## src/rtl/lbdr_dr_if.sv

```systemverilog
// Flit type encoding shared by the route unit and its environment, plus the
// interface bundling the FIFO side, configuration inputs and port requests.
`ifndef HEADER
`define HEADER 3'b001
`endif
`ifndef BODY
`define BODY 3'b010
`endif
`ifndef TAIL
`define TAIL 3'b100
`endif

// Handshake: a flit is presented by the FIFO side and consumed on every
// rising clk edge where empty=0; there is no backpressure toward the FIFO.
interface lbdr_dr_if #(
    parameter int AW = 4
);
    logic          empty;
    logic [2:0]    flit_id;
    logic [AW-1:0] dst_addr;
    logic [7:0]    Rxy_rst;
    logic [3:0]    Cx_rst;
    logic [1:0]    dr_rst;
    logic [AW-1:0] cur_addr_rst;
    logic          Nport;
    logic          Eport;
    logic          Wport;
    logic          Sport;
    logic          Lport;
    logic          pkt_active;
    logic          err_unroutable;
    logic          err_proto;
    logic [1:0]    state_dbg;

    modport master (
        output empty, flit_id, dst_addr, Rxy_rst, Cx_rst, dr_rst, cur_addr_rst,
        input  Nport, Eport, Wport, Sport, Lport, pkt_active, err_unroutable,
               err_proto, state_dbg
    );

    modport slave (
        input  empty, flit_id, dst_addr, Rxy_rst, Cx_rst, dr_rst, cur_addr_rst,
        output Nport, Eport, Wport, Sport, Lport, pkt_active, err_unroutable,
               err_proto, state_dbg
    );
endinterface

```

## src/rtl/lbdr_dr.sv

```systemverilog
// LBDR route computation for one router input port: minimal routing with
// deroute fallback and optional fork, route held from HEADER through TAIL.
module lbdr_dr #(
    parameter int X_W        = 2,
    parameter int Y_W        = 2,
    parameter bit DEROUTE_EN = 1'b1,
    parameter bit FORK_EN    = 1'b0
) (
    input logic       clk,
    input logic       rst,
    lbdr_dr_if.slave  bus
);
    localparam int AW = X_W + Y_W;

    typedef enum logic [1:0] {
        IDLE   = 2'd0,
        ACTIVE = 2'd1,
        LAST   = 2'd2
    } state_t;

    // Port vector layout: {N, E, W, S, L}
    localparam logic [4:0] P_N = 5'b10000;
    localparam logic [4:0] P_E = 5'b01000;
    localparam logic [4:0] P_W = 5'b00100;
    localparam logic [4:0] P_S = 5'b00010;
    localparam logic [4:0] P_L = 5'b00001;

    logic [7:0]    rxy_q;
    logic [3:0]    cx_q;
    logic [1:0]    dr_q;
    logic [AW-1:0] cur_q;

    state_t     state_q, state_n;
    logic [4:0] ports_q, ports_n;
    logic       eu_q, eu_n;
    logic       ep_q, ep_n;

    // Configuration is captured every cycle reset is held, frozen afterwards.
    always_ff @(posedge clk) begin
        if (rst) begin
            rxy_q <= bus.Rxy_rst;
            cx_q  <= bus.Cx_rst;
            dr_q  <= bus.dr_rst;
            cur_q <= bus.cur_addr_rst;
        end
    end

    logic [X_W-1:0] x_dst, x_cur;
    logic [Y_W-1:0] y_dst, y_cur;
    assign x_dst = bus.dst_addr[X_W-1:0];
    assign y_dst = bus.dst_addr[AW-1:X_W];
    assign x_cur = cur_q[X_W-1:0];
    assign y_cur = cur_q[AW-1:X_W];

    logic n1, s1, e1, w1;
    assign n1 = (y_dst < y_cur);
    assign s1 = (y_dst > y_cur);
    assign e1 = (x_dst > x_cur);
    assign w1 = (x_dst < x_cur);

    // Routing bits {Rsw,Rse,Rws,Rwn,Res,Ren,Rnw,Rne}, connectivity {Cs,Cw,Ce,Cn}
    logic r_ne, r_nw, r_en, r_es, r_wn, r_ws, r_se, r_sw;
    logic c_n, c_e, c_w, c_s;
    assign {r_sw, r_se, r_ws, r_wn, r_es, r_en, r_nw, r_ne} = rxy_q;
    assign {c_s, c_w, c_e, c_n} = cx_q;

    logic       min_n, min_e, min_w, min_s, min_l;
    logic [4:0] route;

    // Route for the flit currently on dst_addr; all-zero means unroutable.
    always_comb begin
        min_n = ((n1 & ~e1 & ~w1) | (n1 & e1 & r_ne) | (n1 & w1 & r_nw)) & c_n;
        min_e = ((e1 & ~n1 & ~s1) | (e1 & n1 & r_en) | (e1 & s1 & r_es)) & c_e;
        min_w = ((w1 & ~n1 & ~s1) | (w1 & n1 & r_wn) | (w1 & s1 & r_ws)) & c_w;
        min_s = ((s1 & ~e1 & ~w1) | (s1 & e1 & r_se) | (s1 & w1 & r_sw)) & c_s;
        min_l = ~n1 & ~e1 & ~w1 & ~s1;
        route = 5'b0;
        if (min_l) begin
            route = P_L;
        end else if (min_n | min_e | min_w | min_s) begin
            if (FORK_EN)     route = {min_n, min_e, min_w, min_s, 1'b0};
            else if (min_n)  route = P_N;
            else if (min_e)  route = P_E;
            else if (min_w)  route = P_W;
            else             route = P_S;
        end else if (DEROUTE_EN) begin
            case (dr_q)
                2'b00:   route = c_n ? P_N : 5'b0;
                2'b01:   route = c_e ? P_E : 5'b0;
                2'b10:   route = c_w ? P_W : 5'b0;
                default: route = c_s ? P_S : 5'b0;
            endcase
        end
    end

    logic valid, is_hdr, is_body, is_tail;
    assign valid   = ~bus.empty;
    assign is_hdr  = (bus.flit_id == `HEADER);
    assign is_body = (bus.flit_id == `BODY);
    assign is_tail = (bus.flit_id == `TAIL);

    // Packet FSM: next state, next port vector and error pulses.
    always_comb begin
        state_n = state_q;
        ports_n = ports_q;
        eu_n    = 1'b0;
        ep_n    = 1'b0;
        case (state_q)
            IDLE: begin
                if (valid && is_hdr) begin
                    ports_n = route;
                    eu_n    = ~|route;
                    state_n = (|route) ? ACTIVE : IDLE;
                end else if (valid) begin
                    ep_n    = 1'b1;
                    ports_n = 5'b0;
                end
            end
            ACTIVE: begin
                if (valid && is_hdr) begin
                    ep_n    = 1'b1;
                    ports_n = route;
                    eu_n    = ~|route;
                    state_n = (|route) ? ACTIVE : IDLE;
                end else if (valid && is_tail) begin
                    state_n = LAST;
                end else if (valid && !is_body) begin
                    ep_n = 1'b1;
                end
            end
            LAST: begin
                if (valid && is_hdr) begin
                    ports_n = route;
                    eu_n    = ~|route;
                    state_n = (|route) ? ACTIVE : IDLE;
                end else begin
                    ports_n = 5'b0;
                    state_n = IDLE;
                end
            end
            default: begin
                ports_n = 5'b0;
                state_n = IDLE;
            end
        endcase
    end

    // State and registered outputs; reset also drops any packet in flight.
    always_ff @(posedge clk) begin
        if (rst) begin
            state_q <= IDLE;
            ports_q <= 5'b0;
            eu_q    <= 1'b0;
            ep_q    <= 1'b0;
        end else begin
            state_q <= state_n;
            ports_q <= ports_n;
            eu_q    <= eu_n;
            ep_q    <= ep_n;
        end
    end

    assign {bus.Nport, bus.Eport, bus.Wport, bus.Sport, bus.Lport} = ports_q;
    assign bus.pkt_active     = (state_q != IDLE);
    assign bus.err_unroutable = eu_q;
    assign bus.err_proto      = ep_q;
    assign bus.state_dbg      = state_q;
endmodule
```

## src/flat_wrapper.sv

```systemverilog
// flat-port wrapper written by rule: the top's interface ports become plain ports
module lbdr_dr_flat 
#(
    parameter int X_W        = 2,
    parameter int Y_W        = 2,
    parameter bit DEROUTE_EN = 1'b1,
    parameter bit FORK_EN    = 1'b0
)
  (clk, rst, bus_empty, bus_flit_id, bus_dst_addr, bus_Rxy_rst, bus_Cx_rst, bus_dr_rst, bus_cur_addr_rst, bus_Nport, bus_Eport, bus_Wport, bus_Sport, bus_Lport, bus_pkt_active, bus_err_unroutable, bus_err_proto, bus_state_dbg);
  lbdr_dr_if bus_i ();
  input logic clk;
  input logic rst;
  input wire logic [$bits(bus_i.empty)-1:0] bus_empty;
  input wire logic [$bits(bus_i.flit_id)-1:0] bus_flit_id;
  input wire logic [$bits(bus_i.dst_addr)-1:0] bus_dst_addr;
  input wire logic [$bits(bus_i.Rxy_rst)-1:0] bus_Rxy_rst;
  input wire logic [$bits(bus_i.Cx_rst)-1:0] bus_Cx_rst;
  input wire logic [$bits(bus_i.dr_rst)-1:0] bus_dr_rst;
  input wire logic [$bits(bus_i.cur_addr_rst)-1:0] bus_cur_addr_rst;
  output wire logic [$bits(bus_i.Nport)-1:0] bus_Nport;
  output wire logic [$bits(bus_i.Eport)-1:0] bus_Eport;
  output wire logic [$bits(bus_i.Wport)-1:0] bus_Wport;
  output wire logic [$bits(bus_i.Sport)-1:0] bus_Sport;
  output wire logic [$bits(bus_i.Lport)-1:0] bus_Lport;
  output wire logic [$bits(bus_i.pkt_active)-1:0] bus_pkt_active;
  output wire logic [$bits(bus_i.err_unroutable)-1:0] bus_err_unroutable;
  output wire logic [$bits(bus_i.err_proto)-1:0] bus_err_proto;
  output wire logic [$bits(bus_i.state_dbg)-1:0] bus_state_dbg;
  assign bus_i.empty = bus_empty;
  assign bus_i.flit_id = bus_flit_id;
  assign bus_i.dst_addr = bus_dst_addr;
  assign bus_i.Rxy_rst = bus_Rxy_rst;
  assign bus_i.Cx_rst = bus_Cx_rst;
  assign bus_i.dr_rst = bus_dr_rst;
  assign bus_i.cur_addr_rst = bus_cur_addr_rst;
  assign bus_Nport = bus_i.Nport;
  assign bus_Eport = bus_i.Eport;
  assign bus_Wport = bus_i.Wport;
  assign bus_Sport = bus_i.Sport;
  assign bus_Lport = bus_i.Lport;
  assign bus_pkt_active = bus_i.pkt_active;
  assign bus_err_unroutable = bus_i.err_unroutable;
  assign bus_err_proto = bus_i.err_proto;
  assign bus_state_dbg = bus_i.state_dbg;
  lbdr_dr #(.X_W(X_W), .Y_W(Y_W), .DEROUTE_EN(DEROUTE_EN), .FORK_EN(FORK_EN)) u_core (.clk(clk), .rst(rst), .bus(bus_i));
endmodule
```

## config.mk

```make
export PLATFORM = sky130hd
export DESIGN_NAME = lbdr_dr_flat
export DESIGN_NICKNAME = d
export VERILOG_FILES = /design/src/rtl/lbdr_dr_if.sv /design/src/rtl/lbdr_dr.sv /design/src/flat_wrapper.sv
export SDC_FILE = /design/constraint.sdc
export NUM_CORES = 1
export LEC_CHECK = 0
export CAP_MARGIN = 40
export CORE_UTILIZATION = 38
export DETAILED_ROUTE_END_ITERATION = 12
export GPL_TIMING_DRIVEN = 0
export PLACE_DENSITY = 0.72
export SLEW_MARGIN = 20
export SYNTH_ARGS = -nofsm -noshare
export SYNTH_HDL_FRONTEND = slang
export SYNTH_SLANG_ARGS = --single-unit
export TNS_END_PERCENT = 100
```

## constraint.sdc

```tcl
create_clock -name clk -period 2.9 [get_ports clk]
set_input_delay 0.58 -clock clk [delete_from_list [all_inputs] [get_ports clk]]
set_output_delay 0.58 -clock clk [all_outputs]
set_load 0.01 [all_outputs]
```

==> out/results.txt <==
total track usage: 14.57%
Fmax: 0.4134 GHz
share of layout cells above drive strength 1: 6.711%
Placed Cells: 189
clk slew on worst S/H paths: 0.15 ns
Antenna diodes: 0
cells on worst reg2reg path: 7
Worst Path Max Fanout: 4
first-pass GRT wire length: 3857 µm
routability cong.: 0.8785
Clock Path Buffers: 2
Final #Nets: 182
antenna violations before repair: 0
drt wl/cell: 12.25 µm
Setup crit start kind: primary input
Cell Area, Synth: 1264 µm²
top cell family by delay on the critical path: simple AND/OR/NAND/NOR gates
multi-input logic area: 505.5 µm²
hold slack: 0.4684 ns
Slew HR: 65.28%
top_reg_cell synth: edfxtp_1
vias in the first global route: 887
largest net degree at the start of global routing: 16
ys async rst share: 0%
top post-synthesis cells by area: edfxtp_1 (43%), dfxtp_1 (14%), ha_1 (4.0%)
Hold Vio Cnt, Final: 0
Chip Height: 59.67 µm
Post-DP HPWL: 1875 µm
htree depth: 1
Slew Viols, Final: 0
Ports: 38
pwr/cell area: 434.1 nW/µm²
non-filler cells, final: 193
vias per cell: 5.078
initial DRC count: 36
Synth Warn #: 0
CP peak stage delay: 0.51 ns
Vias: 980
TritonRoute pass-1 iters: 4
Pleak: 0.6384 nW
TritonCTS Sinks: 27
Crit Path Category: primary input to flip-flop
Critical Path RT: 3.13 ns
crit path DAT: 2.65 ns
Die X: 59.67 µm
fill count: 314
Clock Skews: 0.009838 ns
PortBufs: 37
die footprint: 3560 µm²
Hold Path Class: flip-flop to flip-flop
wire length after detailed routing: 2365 µm
synthesized area per cell: 11.81 µm²
Num CTS Buffers: 3
DRC violations left: 0
outcome: finished clean
gr ovfl total: 0
Stages on worst setup path: 7
FF+latch count, synth: 27
Crit path buffers/inverters: 1
Total Neg Setup Slack: 0 ns
slowest CP cell: or4b_4
crit share post-route: 83.42%
setup violators final: 0
FP Rows: 20
TritonCTS clock tree: yes
FF/Latch Area: 720.7 µm²
layout overhead on the synthesized area: 36.93%
WHS Path Cells: 2
Mapped Cells: 107
CTS resizes: 0
Routed Antenna Nets: 0
CTS Root Cell: clkbuf_4
clk_lat worst skew: 0.32 ns
post-synth cell types: 40
total power: 0.0007512 W
number of synthesized flops with an enable pin: 18
post-CTS setup buffer count: 0
worst-path cell chain: clkdlybuf4s50_1 -> ha_1 -> nor2b_1 -> nor3_1 -> or4b_4 -> a41o_1 -> a32o_1
Slew @ Worst Pin: 0.5168 ns
cts hold-fix bufs: 0
Syn Nets: 139
post-synthesis sequential area ratio: 57.03%
crit path time final: 2.419 ns
critical path capture point type: flip-flop
post-synth top area share: 42.77%
RSZ-0062 raised after global routing: false
maximum vdd drop: 261.8 µV
area leader, netlist: edfxtp_1
Core ar.: 3103 µm²
Max Cap Viol: 0
initial core utilization: 40.73%
-- sequential cells by signal, summed over array words and instances, names as in the netlist --
name,flops
u_core.cur_q,4
u_core.bus.err_proto,1
u_core.ports_q,5
u_core.rxy_q,8
u_core.cx_q,4
u_core.dr_q,2
u_core.bus.err_unroutable,1
u_core.bus.state_dbg,2
-- report_power, final --
group          switching (W)  leakage (nW)  internal [W]
registers          0.0000120         0.249      0.000435
clock network       0.000106        0.0150     0.0000538
logic              0.0000667         0.374     0.0000775
-- stage by stage --
stage	cell area, µm²	worst slack (ns)	util, %
5_1_grt	1730	0.4204	55.77
2_1_floorplan	1264	0.7289	-
6_report	1730	0.4809	55.77
3_3_place_gp	1689	0.1992	54.44
4_1_cts	1730	0.5054	55.77
3_5_place_dp	1704	0.1651	54.92
-- cells by family after synthesis --
family	count (synthesis)	synth area share, %
simple gates	38	16.44
flops	27	57.03
compound gates	25	17.43
buf+inv	10	2.971
fa+ha+maj	4	3.961
xor+xnor	2	1.386
mux	1	0.7921
-- final timing paths --
| path | slack (ns) | end | from |
|---|---|---|---|
| setup / recovery | 0.48 | u_core.ports_q[4]$_SDFFE_PP0P_ | bus_dst_addr[1] |
| hold / removal | 0.47 | u_core.ports_q[2]$_SDFFE_PP0P_ | u_core.ports_q[2]$_SDFFE_PP0P_ |
| setup reg to reg | 0.80 | u_core.ports_q[4]$_SDFFE_PP0P_ | u_core.cur_q[1]$_DFFE_PP_ |
| hold reg to reg | 0.47 | u_core.ports_q[2]$_SDFFE_PP0P_ | u_core.ports_q[2]$_SDFFE_PP0P_ |
-- placed cells by master, fill, tap and decap left out, types with 2 or more instances in the layout --
master,n
edfxtp_1,18
ha_1,4
clkdlybuf4s50_1,37
a32o_1,2
xnor2_1,2
a21oi_1,2
inv_1,10
and2_1,2
o21ai_0,4
dfxtp_1,9
or3_1,3
nor3_1,6
nand2b_1,2
o2111ai_1,2
clkbuf_4,3
nand2_1,9
nor2_1,7
-- cell type report --
| cell class | instances | share of cell area (%) |
|---|---|---|
| clock buffer | 4 | 1.518 |
| inverter | 10 | 2.169 |
| multi-input combinational | 70 | 29.21 |
| sequential | 27 | 41.65 |
| tap | 44 | 3.181 |
| timing repair buffer | 38 | 22.27 |
-- routing by layer --
| metal | vias up | GRT usage, % | share of wire (%) |
|---|---|---|---|
| li1 | 496 | - | - |
| met1 | 443 | 18.78 | 44 |
| met2 | 39 | 25.08 | 50 |
| met3 | 2 | 1.948 | 5.5 |
| met4 | 0 | 4.983 | 0.42 |
| met5 | - | 0 | 0 |
-- worst min-delay path, delay by kind of cell, from the launching register on --
| family | cells | cell delay, ns |
|---|---|---|
| AO/OA/AOI/OAI | 1 | 0.05 |
| flip-flops | 1 | 0.33 |
| AND/OR/NAND/NOR | 1 | 0.05 |
-- cell usage after synthesis, drive strengths merged (2+ instances only) --
| master | number |
|---|---|
| nand2b | 2 |
| o311ai | 2 |
| nor3 | 6 |
| o21ai | 5 |
| edfxtp | 18 |
| o2111ai | 2 |
| inv | 10 |
| a21oi | 2 |
| or3 | 3 |
| and2 | 2 |
| nor2 | 7 |
| nand2 | 9 |
| a32o | 2 |
| ha | 4 |
| xnor2 | 2 |
| dfxtp | 9 |
No activity file was read; power rests on OpenSTA's default activity.
